## src/rtl/pipe_cla_adder_if.sv

```systemverilog
// Operand/result handshake bundle for pipe_cla_adder.
// PIPE_CLA_ADDER_OVF_EN adds the signed-overflow result signal io_ovf.
interface pipe_cla_adder_if #(
  parameter int WIDTH = 32
);
  logic             io_in_valid;
  logic             io_in_ready;
  logic [WIDTH-1:0] io_a;
  logic [WIDTH-1:0] io_b;
  logic             io_c_in;
  logic             io_out_valid;
  logic             io_out_ready;
  logic [WIDTH-1:0] io_s;
  logic             io_c_out;
  logic             io_cpg_p;
  logic             io_cpg_g;

`ifdef PIPE_CLA_ADDER_OVF_EN
  logic             io_ovf;

  modport master (
    output io_in_valid, io_a, io_b, io_c_in, io_out_ready,
    input  io_in_ready, io_out_valid, io_s, io_c_out, io_cpg_p, io_cpg_g, io_ovf
  );
  modport slave (
    input  io_in_valid, io_a, io_b, io_c_in, io_out_ready,
    output io_in_ready, io_out_valid, io_s, io_c_out, io_cpg_p, io_cpg_g, io_ovf
  );
`else
  modport master (
    output io_in_valid, io_a, io_b, io_c_in, io_out_ready,
    input  io_in_ready, io_out_valid, io_s, io_c_out, io_cpg_p, io_cpg_g
  );
  modport slave (
    input  io_in_valid, io_a, io_b, io_c_in, io_out_ready,
    output io_in_ready, io_out_valid, io_s, io_c_out, io_cpg_p, io_cpg_g
  );
`endif
endinterface

```

## src/rtl/pipe_cla_adder.sv

```systemverilog
// Two-stage carry-lookahead adder with valid/ready flow control.
// Optional macro PIPE_CLA_ADDER_OVF_EN adds the registered signed-overflow output io_ovf.
module pipe_cla_adder #(
  parameter int WIDTH = 32,
  parameter int GROUP = 4
) (
  input logic             clock,
  input logic             reset,
  pipe_cla_adder_if.slave bus
);
  localparam int N = (WIDTH + GROUP - 1) / GROUP;

  function automatic logic carry_next(input logic g, input logic p, input logic c);
    return g | (p & c);
  endfunction

  logic             vld_p1;
  logic [N-1:0]     grp_p_p1;
  logic [N-1:0]     grp_g_p1;
  logic [WIDTH-1:0] s0_p1;
  logic [WIDTH-1:0] s1_p1;
  logic             cin_p1;

  logic             vld_p2;
  logic [WIDTH-1:0] s_p2;
  logic             c_out_p2;
  logic             cpg_p_p2;
  logic             cpg_g_p2;

  logic             take_p2;
  logic             adv_p1;
  logic             ready;
  logic             accept;

  // Stage 2 can take a beat when it is empty or its result is leaving.
  assign take_p2 = !vld_p2 | bus.io_out_ready;
  assign adv_p1  = vld_p1 & take_p2;
  assign ready   = !vld_p1 | take_p2;
  assign accept  = bus.io_in_valid & ready;

  // ---- stage 0 -> 1: per-group propagate/generate and conditional sums ----
  logic [N-1:0]     grp_p_n;
  logic [N-1:0]     grp_g_n;
  logic [WIDTH-1:0] s0_n;
  logic [WIDTH-1:0] s1_n;

  always_comb begin
    logic pb, gb, c0, c1;
    grp_p_n = '0;
    grp_g_n = '0;
    s0_n    = '0;
    s1_n    = '0;
    pb      = 1'b0;
    gb      = 1'b0;
    c0      = 1'b0;
    c1      = 1'b1;
    for (int j = 0; j < WIDTH; j++) begin
      // The last group simply ends at WIDTH-1 when WIDTH is not a multiple of GROUP.
      if (j % GROUP == 0) begin
        c0 = 1'b0;
        c1 = 1'b1;
        grp_p_n[j/GROUP] = 1'b1;
      end
      pb = bus.io_a[j] | bus.io_b[j];
      gb = bus.io_a[j] & bus.io_b[j];
      s0_n[j] = bus.io_a[j] ^ bus.io_b[j] ^ c0;
      s1_n[j] = bus.io_a[j] ^ bus.io_b[j] ^ c1;
      c0 = carry_next(gb, pb, c0);
      c1 = carry_next(gb, pb, c1);
      grp_g_n[j/GROUP] = carry_next(gb, pb, grp_g_n[j/GROUP]);
      grp_p_n[j/GROUP] = grp_p_n[j/GROUP] & pb;
    end
  end

`ifdef PIPE_CLA_ADDER_OVF_EN
  logic abx_msb_p1;
  logic abx_msb_p2;
  logic ovf_p2;
`endif

  always_ff @(posedge clock or posedge reset) begin
    if (reset) begin
      vld_p1 <= 1'b0;
    end else if (ready) begin
      vld_p1 <= bus.io_in_valid;
    end
  end

  always_ff @(posedge clock or posedge reset) begin
    if (reset) begin
      grp_p_p1 <= '0;
      grp_g_p1 <= '0;
      s0_p1    <= '0;
      s1_p1    <= '0;
      cin_p1   <= 1'b0;
`ifdef PIPE_CLA_ADDER_OVF_EN
      abx_msb_p1 <= 1'b0;
`endif
    end else if (accept) begin
      grp_p_p1 <= grp_p_n;
      grp_g_p1 <= grp_g_n;
      s0_p1    <= s0_n;
      s1_p1    <= s1_n;
      cin_p1   <= bus.io_c_in;
`ifdef PIPE_CLA_ADDER_OVF_EN
      abx_msb_p1 <= bus.io_a[WIDTH-1] ^ bus.io_b[WIDTH-1];
`endif
    end
  end

  // ---- stage 1 -> 2: group carries, sum select, word P/G ----
  logic [N:0]       c_n;
  logic [WIDTH-1:0] s_n;
  logic             word_g_n;

  always_comb begin
    c_n      = '0;
    c_n[0]   = cin_p1;
    word_g_n = 1'b0;
    s_n      = '0;
    for (int i = 0; i < N; i++) begin
      c_n[i+1] = carry_next(grp_g_p1[i], grp_p_p1[i], c_n[i]);
      word_g_n = carry_next(grp_g_p1[i], grp_p_p1[i], word_g_n);
    end
    for (int j = 0; j < WIDTH; j++) begin
      s_n[j] = c_n[j/GROUP] ? s1_p1[j] : s0_p1[j];
    end
  end

  always_ff @(posedge clock or posedge reset) begin
    if (reset) begin
      vld_p2 <= 1'b0;
    end else if (take_p2) begin
      vld_p2 <= vld_p1;
    end
  end

  // Result registers load only with a real beat so a stalled output stays stable.
  always_ff @(posedge clock or posedge reset) begin
    if (reset) begin
      s_p2     <= '0;
      c_out_p2 <= 1'b0;
      cpg_p_p2 <= 1'b0;
      cpg_g_p2 <= 1'b0;
`ifdef PIPE_CLA_ADDER_OVF_EN
      ovf_p2   <= 1'b0;
`endif
    end else if (adv_p1) begin
      s_p2     <= s_n;
      c_out_p2 <= c_n[N];
      cpg_p_p2 <= &grp_p_p1;
      cpg_g_p2 <= word_g_n;
`ifdef PIPE_CLA_ADDER_OVF_EN
      // Carry into the MSB is recovered as sum_msb ^ a_msb ^ b_msb.
      ovf_p2   <= (s_n[WIDTH-1] ^ abx_msb_p1) ^ c_n[N];
`endif
    end
  end

`ifdef PIPE_CLA_ADDER_OVF_EN
  assign abx_msb_p2 = ovf_p2;
  assign bus.io_ovf = abx_msb_p2;
`endif

  assign bus.io_in_ready  = ready;
  assign bus.io_out_valid = vld_p2;
  assign bus.io_s         = s_p2;
  assign bus.io_c_out     = c_out_p2;
  assign bus.io_cpg_p     = cpg_p_p2;
  assign bus.io_cpg_g     = cpg_g_p2;

endmodule

```

## src/flat_wrapper.sv

```systemverilog
// flat-port wrapper written by rule: the top's interface ports become plain ports
module pipe_cla_adder_flat 
#(
  parameter int WIDTH = 32,
  parameter int GROUP = 4
)
  (clock, reset, bus_io_in_valid, bus_io_a, bus_io_b, bus_io_c_in, bus_io_out_ready, bus_io_in_ready, bus_io_out_valid, bus_io_s, bus_io_c_out, bus_io_cpg_p, bus_io_cpg_g);
  pipe_cla_adder_if #(.WIDTH(WIDTH)) bus_i ();
  input logic clock;
  input logic reset;
  input wire logic [$bits(bus_i.io_in_valid)-1:0] bus_io_in_valid;
  input wire logic [$bits(bus_i.io_a)-1:0] bus_io_a;
  input wire logic [$bits(bus_i.io_b)-1:0] bus_io_b;
  input wire logic [$bits(bus_i.io_c_in)-1:0] bus_io_c_in;
  input wire logic [$bits(bus_i.io_out_ready)-1:0] bus_io_out_ready;
  output wire logic [$bits(bus_i.io_in_ready)-1:0] bus_io_in_ready;
  output wire logic [$bits(bus_i.io_out_valid)-1:0] bus_io_out_valid;
  output wire logic [$bits(bus_i.io_s)-1:0] bus_io_s;
  output wire logic [$bits(bus_i.io_c_out)-1:0] bus_io_c_out;
  output wire logic [$bits(bus_i.io_cpg_p)-1:0] bus_io_cpg_p;
  output wire logic [$bits(bus_i.io_cpg_g)-1:0] bus_io_cpg_g;
  assign bus_i.io_in_valid = bus_io_in_valid;
  assign bus_i.io_a = bus_io_a;
  assign bus_i.io_b = bus_io_b;
  assign bus_i.io_c_in = bus_io_c_in;
  assign bus_i.io_out_ready = bus_io_out_ready;
  assign bus_io_in_ready = bus_i.io_in_ready;
  assign bus_io_out_valid = bus_i.io_out_valid;
  assign bus_io_s = bus_i.io_s;
  assign bus_io_c_out = bus_i.io_c_out;
  assign bus_io_cpg_p = bus_i.io_cpg_p;
  assign bus_io_cpg_g = bus_i.io_cpg_g;
  pipe_cla_adder #(.WIDTH(WIDTH), .GROUP(GROUP)) u_core (.clock(clock), .reset(reset), .bus(bus_i));
endmodule
```

## config.mk

```make
export PLATFORM = sky130hd
export DESIGN_NAME = pipe_cla_adder_flat
export DESIGN_NICKNAME = d
export VERILOG_FILES = /design/src/rtl/pipe_cla_adder_if.sv /design/src/rtl/pipe_cla_adder.sv /design/src/flat_wrapper.sv
export SDC_FILE = /design/constraint.sdc
export NUM_CORES = 1
export LEC_CHECK = 0
export CAP_MARGIN = 20
export CELL_PAD_IN_SITES_DETAIL_PLACEMENT = 1
export CELL_PAD_IN_SITES_GLOBAL_PLACEMENT = 1
export CORE_ASPECT_RATIO = 1.75
export CORE_MARGIN = 2
export CORE_UTILIZATION = 42
export DETAILED_ROUTE_END_ITERATION = 10
export PLACE_DENSITY = 0.78
export SLEW_MARGIN = 20
export SYNTH_ARGS = -nofsm -noshare
export SYNTH_HDL_FRONTEND = slang
export SYNTH_SLANG_ARGS = --single-unit
```

## constraint.sdc

```tcl
create_clock -name clock -period 5.41 [get_ports clock]
set_input_delay 1.082 -clock clock [delete_from_list [all_inputs] [get_ports clock]]
set_output_delay 1.082 -clock clock [all_outputs]
set_load 0.01 [all_outputs]
```

==> results.env <==
STATUS='finished, final reports clean'
TRACK_USAGE_PCT=22.4
POST_CTS_HOLD_BUFFER_COUNT=0
POWER_LEAKAGE_nW=4.09
CLKSLEWWORSTSETUPHOLDPATHS_NS=0.05
PORT_BUFFERS=105
WORSTSETUPSTARTPOINTTYPE='input port'
CAP_VIOLATIONS=0
GRT_PASS1_WL_UM=29800
PERIOD_SHARE_PCT=64.7
CRITICAL_PATH_BUF_INV_COUNT=2
SYNTH_TOP_FLOP_CELL='sky130_fd_sc_hd__dfrtp_1'
FINALCRITICALPERIOD_NS=3.50
POST-LAYOUT-TOTAL-POWER_mW=3.15
FLOORPLAN.DIE.WIDTH_UM=100
H_TREE_DEPTH=4
CTS_BUFFERS=17
WORST_SLEW_MARGIN_REL_PCT=47.7
CTS.REPAIR_TIMING.SETUP_BUFFER_COUNT=0
CRIT_FANOUT=4
TIMING.CRITICAL_PATH.CELLS='clkdlybuf4s50_1 -> nand3b_1 -> clkdlybuf4s50_1'
SYNTH_AREA_PER_CELL_SQ_UM=9.45
TIMING.FINAL.HOLD_VIOLATIONS=0
ARRIVAL_TIME_OF_THE_WORST_SETUP_PATH_NS=2.42
ANTENNA_FOUND_INITIAL=0
HOLD_PATH_CLASS='reg -> reg'
YOSYS_WARNINGS=0
POST-SYNTH-TOP-AREA-CELL='sky130_fd_sc_hd__dfrtp_1'
CRITPATHMOSTFREQUENTCELL='sky130_fd_sc_hd__clkdlybuf4s50_1'
ANTENNA_CELLS=0
VIASPERCELL=5.28
POWER-PER-CELL-AREA_nW_PER_UM2=369
SYNTHCELLS=716
GRT_REMAINING_OVERFLOW=0
POST-ROUTE-WORST-SETUP-SLACK_NS=1.91
SYNTH_EDF_COUNT=0
DP.FINAL_HPWL_UM=13100
WORST_SKEW_PAIR.LATE_LATENCY_NS=0.42
DRTITER0DRC=172
POWER.IR.VDD_WORST_V=0.000187
CTS_REPAIR_RESIZE_COUNT=0
ROUTE.DETAILED.DRC=0
YS_FF_LATCH=118
GRT_MAX_DEGREE=124
REQUIRED_NS=4.33
GRT_PASS1_VIAS=6128
DR_TOTAL_VIAS=5355
NETS=962
WIRE_PER_INST_UM=17.8
N_FILL_CELL=1781
DIE_HEIGHT_UM=172
PLACE_WORST_SETUP_SLACK_NS=1.98
GP_CONGESTION=0.857
CRIT_TYPE='in -> out'
SETUP_VIOLATIONS=0
DIE_AREA_SQ_UM=17200
FIN_WORST_SKEW_NS=0.0127
YOSYSUNIQUECELLTYPES=41
SLEW_AT_THE_PIN_CLOSEST_TO_ITS_MAX_SLEW_LIMIT_NS=0.785
CLK_ROOT_BUFFER_CELL='sky130_fd_sc_hd__clkbuf_16'
MAXCLOCKFREQUENCY_MHz=285
TIMING.CRITICAL_PATH.MAX_DELAY_FAMILY='buffers and inverters'
WORST_SETUP_PATH_END_KIND='output pin'
MAPPEDNETLISTNETS=865
FINAL_CELL_COUNT_NO_FILL=1015
FLOORPLAN.INITIALDENSITY_PCT=42.8
PLACE.DETAILED.INSTANCES=983
NUMBER_OF_CLOCK_SINKS_SEEN_BY_CTS=118
ROW_COUNT=61
POST_SYNTH_INSTANCE_AREA_SQ_UM=6770
TIMING_MAX_TRANSITION_VIOLATIONS_FINAL=0
CLOCK_TREE.BUFFER_DEPTH=2
CORE_REGION_AREA_SQ_UM=15800
FINAL_ANTENNA_NET_COUNT=0
CELLS_TAKING_THE_MOST_AREA_AFTER_SYNTHESIS='sky130_fd_sc_hd__dfrtp_1 44%, sky130_fd_sc_hd__fa_1 12%, sky130_fd_sc_hd__nand2_1 9.8%, sky130_fd_sc_hd__ha_1 7.4%, sky130_fd_sc_hd__inv_1 5.5%'
CRITPATHSLOWESTCELL='sky130_fd_sc_hd__clkdlybuf4s50_1'
SLOWEST_STAGE_DELAY_CP_NS=0.60
ROUTED_WL_UM=18100
SHARE_OF_SYNTHESIZED_REGISTERS_CARRYING_AN_ASYNC_SET_OR_RESET_PCT=100
SYNTHDOMINANTCELLAREASHARE_PCT=43.6
GRT_SETUP_UNREPAIRED='false'
MULTI_INPUT_AREA_SQ_UM=3310
AREAGROWTHSYNTHTOFINISH_PCT=26.3
SEQUENTIAL_SHARE_OF_THE_SYNTHESIZED_AREA_PCT=43.6
DRTPASS1ITERATIONS=5
TRITONCTS_CLOCK_TREE='built'
FLOORPLAN.IO_PINS=106
DRIVE_GT1_SHARE_PCT=5.33
SETUP_TNS_NS=0
SEQUENTIAL_CELL_AREA_SQ_UM=2950
HOLD_WS_NS=0.469
[cell usage after synthesis (all sizes together), types with 2 or more instances]
master,instances
a21o,3
nand2,176
inv,99
ha,40
o21ai,75
o2111ai,8
nand3,12
xnor2,8
nand4,9
a22oi,4
nor2,16
clkbuf,8
fa,40
nand2b,2
a31oi,13
mux2i,14
nor2b,5
o21a,2
buf,24
a21boi,3
nor3,6
or4,7
a21oi,11
o211ai,4
dfrtp,118
[registers in the layout (all words and copies together) (netlist names)]
register,cells
u_core.bus.io_c_out,1
u_core.bus.io_cpg_g,1
u_core.bus.io_cpg_p,1
u_core.bus.io_out_valid,1
u_core.bus.io_s,32
u_core.cin_p1,1
u_core.grp_g_p1,8
u_core.grp_p_p1,8
u_core.s0_p1,32
u_core.s1_p1,32
u_core.vld_p1,1
[path summary, 6_finish.rpt]
path / start / cells after the start / endpoint / slack (ns)
worst max-delay path: bus_io_out_ready / 3 / bus_io_in_ready / 1.91
worst min-delay path: u_core.s0_p1[18] / 2 / u_core.s0_p1[18] / 0.47
worst max register to register: u_core.bus.io_out_valid / 4 / u_core.bus.io_s[3] / 3.13
worst min register to register: u_core.s0_p1[18] / 2 / u_core.s0_p1[18] / 0.47
max in group asynchronous: reset / 3 / u_core.s0_p1[15] / 3.32
min in group asynchronous: reset / 2 / u_core.s0_p1[29] / 1.05
[layout by cell type, fill, tap and decap left out, drive strengths merged, types with 2 or more instances in the layout]
cell           count
o2111ai            8
nor3               6
mux2i             14
nor2              16
clkinv             6
bufinv             3
or4                7
o21a               2
a22oi              4
buf                5
o211ai             4
clkdlybuf4s50    105
clkbuf            22
a31oi             13
inv               99
o21ai             75
nand3             12
nand2b             2
fa                40
a21oi             11
a21o               3
dfrtp            118
xnor2              8
nand4              9
nor2b              5
nand2            176
ha                40
a21boi             3
[logic make-up (layout without fill, tap and decap cells)]
group,Yosys count,after routing,share of synthesized area (%)
DFF,118,118,43.6
and+or+nand+nor,237,237,14.7
muxes,15,15,2.24
buffers and inverters,131,241,7.82
xor gates and xnor gates,8,8,1.04
adders and majority gates,80,80,19.2
AOI/OAI and AO/OA,127,127,11.4
[power by group]
| group | leakage [nW] | switching [mW] | internal, mW |
|---|---|---|---|
| Clock | 0.293 | 0.397 | 0.743 |
| Combinational | 2.36 | 0.417 | 0.368 |
| Sequential | 1.44 | 0.154 | 1.07 |
| Total | 4.09 | 0.968 | 2.19 |
[worst reg2reg max path, cell delays in order, from the launching register on]
cell	delay, ns
sky130_fd_sc_hd__dfrtp_1	0.37
sky130_fd_sc_hd__nor2b_1	0.52
sky130_fd_sc_hd__nand2b_1	0.70
sky130_fd_sc_hd__buf_4	0.35
sky130_fd_sc_hd__o21ai_0	0.17
[through the flow]
stage / util (%) / cell area, sq um
3_3_place_gp: 50.3 / 7950
5_1_grt: 54.1 / 8550
3_5_place_dp: 50.3 / 7950
4_1_cts: 54.0 / 8540
6_report: 54.1 / 8550
2_1_floorplan: - / 6770
[final cells by class]
type	instances	share of cell area [%]
Sequential cell	118	34.5
Tap cell	189	2.77
Timing Repair Buffer	110	12.7
Multi-Input combinational cell	467	38.7
Clock buffer	22	5.43
Clock inverter	10	1.49
Inverter	99	4.38
[routing by layer]
metal,share of wire (%),GRT usage [%]
met1,37,23.8
met2,58,43.3
met3,2.6,3.40
met4,2.8,8.99
met5,0,0
Note: power is estimated with default switching activity, not from simulation.
